$ cat src/rtl/fetch_stage.sv
// Instruction-fetch stage with IF/ID pipeline register and a one-entry skid
// buffer that catches a fetch completing while decode is stalled.
module fetch_stage #(
  parameter logic [31:0] RESET_PC = 32'h0000_0000
) (
  input  logic        clk,
  input  logic        rst_n,
  input  logic        stall,
  input  logic        redirect,
  input  logic [31:0] redirect_pc,
  output logic        imem_req,
  output logic [31:0] imem_addr,
  input  logic        imem_ready,
  input  logic [31:0] imem_rdata,
  output logic [31:0] if_id_instr,
  output logic [31:0] if_id_pc_plus4,
  output logic        if_id_valid
);

  localparam logic [1:0] S_IDLE  = 2'd0;
  localparam logic [1:0] S_FETCH = 2'd1;
  localparam logic [1:0] S_HOLD  = 2'd2;

  localparam logic [31:0] RST_PC = {RESET_PC[31:2], 2'b00};

  logic [1:0]  state;
  logic [31:0] pc;
  logic [31:0] buf_instr;
  logic [31:0] buf_pc_plus4;
  logic [31:0] pc_plus4;
  logic [31:0] target;
  logic        unused_lo;

  assign pc_plus4  = pc + 32'd4;
  assign target    = {redirect_pc[31:2], 2'b00};
  assign unused_lo = &{1'b0, redirect_pc[1:0]};

  // Request and address come straight from registers: no input-to-address path.
  assign imem_req  = (state == S_FETCH);
  assign imem_addr = pc;

  always_ff @(posedge clk or negedge rst_n) begin
    if (!rst_n) begin
      state          <= S_IDLE;
      pc             <= RST_PC;
      buf_instr      <= 32'h0;
      buf_pc_plus4   <= 32'h0;
      if_id_instr    <= 32'h0;
      if_id_pc_plus4 <= 32'h0;
      if_id_valid    <= 1'b0;
    end else begin
      case (state)
        S_IDLE: state <= S_FETCH;

        S_FETCH: begin
          if (!stall) begin
            if (redirect) begin
              pc             <= target;
              if_id_instr    <= 32'h0;
              if_id_pc_plus4 <= 32'h0;
              if_id_valid    <= 1'b0;
            end else if (imem_ready) begin
              pc             <= pc_plus4;
              if_id_instr    <= imem_rdata;
              if_id_pc_plus4 <= pc_plus4;
              if_id_valid    <= 1'b1;
            end else begin
              if_id_instr    <= 32'h0;
              if_id_pc_plus4 <= 32'h0;
              if_id_valid    <= 1'b0;
            end
          end else if (imem_ready) begin
            // Fetch landed during a stall: park it until decode can take it.
            buf_instr    <= imem_rdata;
            buf_pc_plus4 <= pc_plus4;
            pc           <= pc_plus4;
            state        <= S_HOLD;
          end
        end

        S_HOLD: begin
          if (!stall) begin
            state <= S_FETCH;
            if (redirect) begin
              pc             <= target;
              buf_instr      <= 32'h0;
              buf_pc_plus4   <= 32'h0;
              if_id_instr    <= 32'h0;
              if_id_pc_plus4 <= 32'h0;
              if_id_valid    <= 1'b0;
            end else begin
              if_id_instr    <= buf_instr;
              if_id_pc_plus4 <= buf_pc_plus4;
              if_id_valid    <= 1'b1;
            end
          end
        end

        default: state <= S_IDLE;
      endcase
    end
  end

endmodule

$ cat config.mk
export PLATFORM = sky130hd
export DESIGN_NAME = fetch_stage
export DESIGN_NICKNAME = d
export VERILOG_FILES = /design/src/rtl/fetch_stage.sv
export SDC_FILE = /design/constraint.sdc
export NUM_CORES = 1
export LEC_CHECK = 0
export BUFFER_PORTS_ARGS = -buffer_cell sky130_fd_sc_hd__buf_4
export CAP_MARGIN = 0
export CORE_ASPECT_RATIO = 1.25
export CORE_MARGIN = 2
export CORE_UTILIZATION = 40
export DETAILED_ROUTE_END_ITERATION = 12
export SYNTH_ARGS = -nofsm -noshare
export SYNTH_HDL_FRONTEND = slang
export SYNTH_SLANG_ARGS = --single-unit
export TNS_END_PERCENT = 1
$ cat constraint.sdc
create_clock -name clk -period 2.8 [get_ports clk]
set_input_delay 0.42 -clock clk [delete_from_list [all_inputs] [get_ports clk]]
set_output_delay 0.42 -clock clk [all_outputs]
set_load 0.01 [all_outputs]
* After elaboration in Yosys (flattened, before gate mapping)
Cells that the tools add are included.
W data, S select, Z words.
** Word-level totals
- Logic and storage cells :: 55
- Input port bits :: 69
- Output and inout bits :: 98
- Bits in registers :: 163
** Operators by class
- Mux-type cells :: 34
- Equal/unequal tests :: 7
- Reduce and logical (&&, ||, !) cells :: 6
- Add/sub/neg operators :: 1
** Operators by type and width (number)
- $mux W32 :: 19
- $pmux W32 S2 :: 5
- $add A32 B3 Y32 const B :: 1
- $reduce_and A3 Y1 :: 3
- $ne A2 B2 Y1 const B :: 4
- $mux W2 :: 3
- $pmux W2 S3 :: 1
- $mux W1 :: 5
- $reduce_and A4 Y1 :: 1
- $eq A2 B1 Y1 const B :: 1
- $eq A2 B2 Y1 const B :: 1
- $logic_not A2 Y1 :: 1
- $ne A2 B1 Y1 const B :: 1
- $pmux W1 S2 :: 1
- $reduce_bool A2 Y1 :: 1

* Depth between registers and ports, before layout
- Depth after elaboration :: 5
- Gate-level depth with buffers :: 9
- Gate-level depth less buffers :: 6

* Worst setup path before layout
No wires, ideal clock.
- Kind :: register to register
- Start :: register pc[2] (netlist: imem_addr[2])
- End :: register pc[14] (netlist: imem_addr[14])
- Stages on the path, launching flop included :: 7
- Clock period less this slack :: 2.045 ns
- Path buffers :: 0
- Library setup time :: 0.130 ns
- Arrival time :: 1.915 ns
- Required time :: 2.670 ns
- Setup slack :: 0.755 ns
- Cells stage by stage :: dfrtp_1 ha_1 nand4_1 or4_1 or2_2 a21oi_1 o21ai_0
** Between the ends
- Cells in the longest elaborated chain, start to end :: 5
** Ends and longest elaborated chain
- from (decl) :: line 27 : logic [31:0] pc;
- from (signal assigned) :: line 58 : pc <= target;
- from (signal assigned) :: line 63 : pc <= pc_plus4;
- from (signal assigned) :: line 76 : pc <= pc_plus4;
- $add A32 B3 Y32 (*) :: line 34 : assign pc_plus4 = pc + 32'd4;
- $mux W32 (*) :: line 62, 72
- $mux W32 :: line 57 : if (redirect) begin
- $mux W32 (*) :: line 56 : if (!stall) begin
- $pmux W32 S2 (*) :: line 52 : case (state)
Mark *: on every way between the ends. The rest lies on a longest branch, timed or not.
A chain may end at the register's enable or synchronous reset.

* Worst setup path in the final report
- Start :: register pc[2] (netlist: imem_addr[2])
- End :: register if_id_pc_plus4[26]
** Between the ends
- Cells in the longest elaborated chain, start to end :: 5
** Ends and longest elaborated chain
- $add A32 B3 Y32 :: line 34
- $mux W32 :: line 62 : end else if (imem_ready) begin
- $mux W32 :: line 57
- $mux W32 :: line 56
- $pmux W32 S2 :: line 52
- to (signal assigned) :: line 65 : if_id_pc_plus4 <= pc_plus4;
- to (signal assigned) :: line 93 : if_id_pc_plus4 <= buf_pc_plus4;
- to (decl) :: line 16 : output logic [31:0] if_id_pc_plus4,
Every way passes these cells. The select of a mux whose other input is x is not followed.

==> results.ini <==
[run_status]
outcome=finished, final reports clean

[power_and_ir_drop]
p_clk_frac=0.274
pwr-share-seq=0.433
swShare=0.347
powerDensity_mw_per_mm2=869
p_sw_mw=2.93
vdd_ir_drop_max_v=0.000421
p_int_mw=5.51
leakage_nw=4.47
power_frac_comb=0.293

[grt]
grt_first_pass_wirelength_mm=35.7
antenna_found_initial=0
grt_usage=0.228
overflow=0
grt_max_degree=62
grt_pass1_vias=6509

[clock_network]
cts-root-buf=clkbuf_16
max-clock-path-buffers=2
cts_resized=0
worstSkewPairLatency_ns=0.43
post_cts_buffers=0
cts_tree=yes
ctsHoldBuffers=1
cts.sinks=161
numCtsBuffers=17
clk_pin_slew_ns=0.07
htreeDepth=4

[synth]
yosys.area.top_type=dfrtp_1
ys_seq_elements=161
async_flop_share=1.00
yosysTopAreaCellShare=0.530
synth_seq_area_share=0.530
avgSynthCellArea_sq_um=9.70
ys.flop_type=dfrtp_1
synth_cells=784
synth_edf_count=0
synth_cell_type_count=58
yosys_warnings=0
syn-cell-area_sq_mm=0.00761
synthTopCellsByArea=dfrtp_1, nor2_1, o21ai_0

[placement]
place_ws_ns=0.438
place_inst=1140
port_buffers=162
place_area_sq_mm=0.00912
dp_hpwl_mm=15.1
globalplace.congestion=0.818

[timing]
finClkSkew_ns=0.00806
final.min_clock_period_ns=2.38
setup_viol_count_final=0
tightest_slew_ns=0.927
rsz0062_at_grt=no
fmax_ghz=0.419
hold_viol=0
fin_setup_tns_ns=0
fin_crit_sh=0.851
slew_headroom=0.382
layout_setup_ws_ns=0.416
maxSlewViolCount=0

[setup_path]
reg2reg_from=imem_addr[2]
critPathTopFamily=simple AND/OR/NAND/NOR gates
critPathLaunchType=register
cp.required_ns=3.16
worstPathCellList=ha_1, nand4_1, nor4_4, nand4_2, or4_1, nand3_1
crit_start=imem_addr[2]
arrival_ns=2.75
crit_path_max_fanout=8
end_kind=register
crit_path_max_incr_delay_ns=0.50
cpMaxStageDelayCell=nor4_4
path_buf_inv=0
critical_path_class=register to register

[routing]
firstDrtPassIters=5
routed_wl_mm=22.3
detail_route.wl_per_cell_um=19.0
vias=6647
drt_iter0_markers=420
drc=0
antenna_left=0
vias_per_cell=5.67

[finish]
finalInstanceArea_sq_mm=0.00971
nNetsFinal=999
syn2layout_area_growth_pct=27.6
diodes=0
finalNonFillerCells=1172
drive_gt1_frac=0.250
fin_util=0.519
multiInputGateArea_sq_mm=0.00328
seq_area_sq_mm=0.00403
num-fill-cells=1773
final_common_cell=buf_4
layout_common_cells=buf_4, dfrtp_1, nor2_1

[floorplanning]
rows=56
die_area_sq_mm=0.0201
dieWidth_um=127
start_util=0.407
die_h_um=158
coreArea_sq_mm=0.0187
ios=167

[hold_path]
hp-start=redirect_pc[19]
hold_path.class=input port to register

[run]
drv_cap=0

## cell families (layout without fill, tap and decap cells)
logic type                 Yosys count  after routing  synth area share
AOI/OAI and AO/OA                  238            238             0.213
adders and majority gates            3              3           0.00461
xor gates and xnor gates            24             24            0.0276
buffers and inverters               74            229            0.0423
muxes                                2              2           0.00263
and+or+nand+nor                    281            281             0.180
other                                1              2          0.000493
DFF                                161            161             0.530
## through the flow
stage	hold WS, ns	total power, mW
3_5_place_dp	0.430	6.18
3_3_place_gp	0.430	6.12
4_1_cts	0.176	8.51
5_1_grt	0.193	8.97
2_1_floorplan	0.124	4.92
6_report	0.192	8.44
## area by class of cell
cell class / instances / area share
clock buffer: 19 / 0.0456
clock inverter: 12 / 0.0139
inverter: 8 / 0.00309
multi-input combinational: 550 / 0.338
sequential: 161 / 0.415
tap: 232 / 0.0299
timing repair buffer: 190 / 0.154
## final timing paths
kind                                 endpoint  slack, ns  cells past startpoint
min in group asynchronous        imem_addr[5]       0.52                      2
hold reg to reg              buf_pc_plus4[24]       0.47                      2
hold / removal                  imem_addr[19]       0.19                      2
setup reg to reg           if_id_pc_plus4[26]       0.42                      6
max in group asynchronous        buf_instr[8]       1.56                      3
setup / recovery           if_id_pc_plus4[26]       0.42                      6
## synth_stat cells, types with 3 or more instances
library cell,instances
dfrtp_1,161
nor2_1,92
nand2_1,78
o21ai_0,69
a21oi_1,44
a22o_1,38
clkbuf_1,37
a221oi_1,34
nand3_1,31
buf_2,25
and3_1,19
xor2_1,16
nand4_1,13
o211ai_1,12
nor3_1,10
xnor2_1,8
inv_1,7
o311ai_0,7
a22oi_1,6
or3_1,6
nor4_1,5
a2bb2oi_1,3
and2_1,3
buf_4,3
nand2b_1,3
nand4_2,3
o21a_1,3
or2_2,3
or4_1,3
## power by group through the flow
stage | clock, mW | combinational, mW | sequential, mW
3_3_place_gp | 0 | 2.46 | 3.66
4_1_cts | 2.36 | 2.50 | 3.65
5_1_grt | 2.46 | 2.74 | 3.77
6_report | 2.31 | 2.47 | 3.66
2_1_floorplan | 0 | 1.26 | 3.66
3_5_place_dp | 0 | 2.49 | 3.69
## routing by layer
layer / part of all wire / up-vias / global-route usage / wire, um
li1: - / 3146 / - / -
met1: 0.45 / 3294 / 0.308 / 10000
met2: 0.48 / 186 / 0.370 / 10800
met3: 0.052 / 21 / 0.0490 / 1160
met4: 0.014 / 0 / 0.0644 / 314
met5: 0 / - / 0 / 0
## sequential cells by signal (all words and copies together) (netlist names)
| signal | count |
|---|---|
| buf_instr | 32 |
| buf_pc_plus4 | 32 |
| if_id_instr | 32 |
| if_id_pc_plus4 | 32 |
| imem_addr | 30 |
| state | 2 |
| if_id_valid | 1 |
Power figures use the tool's default switching activity.
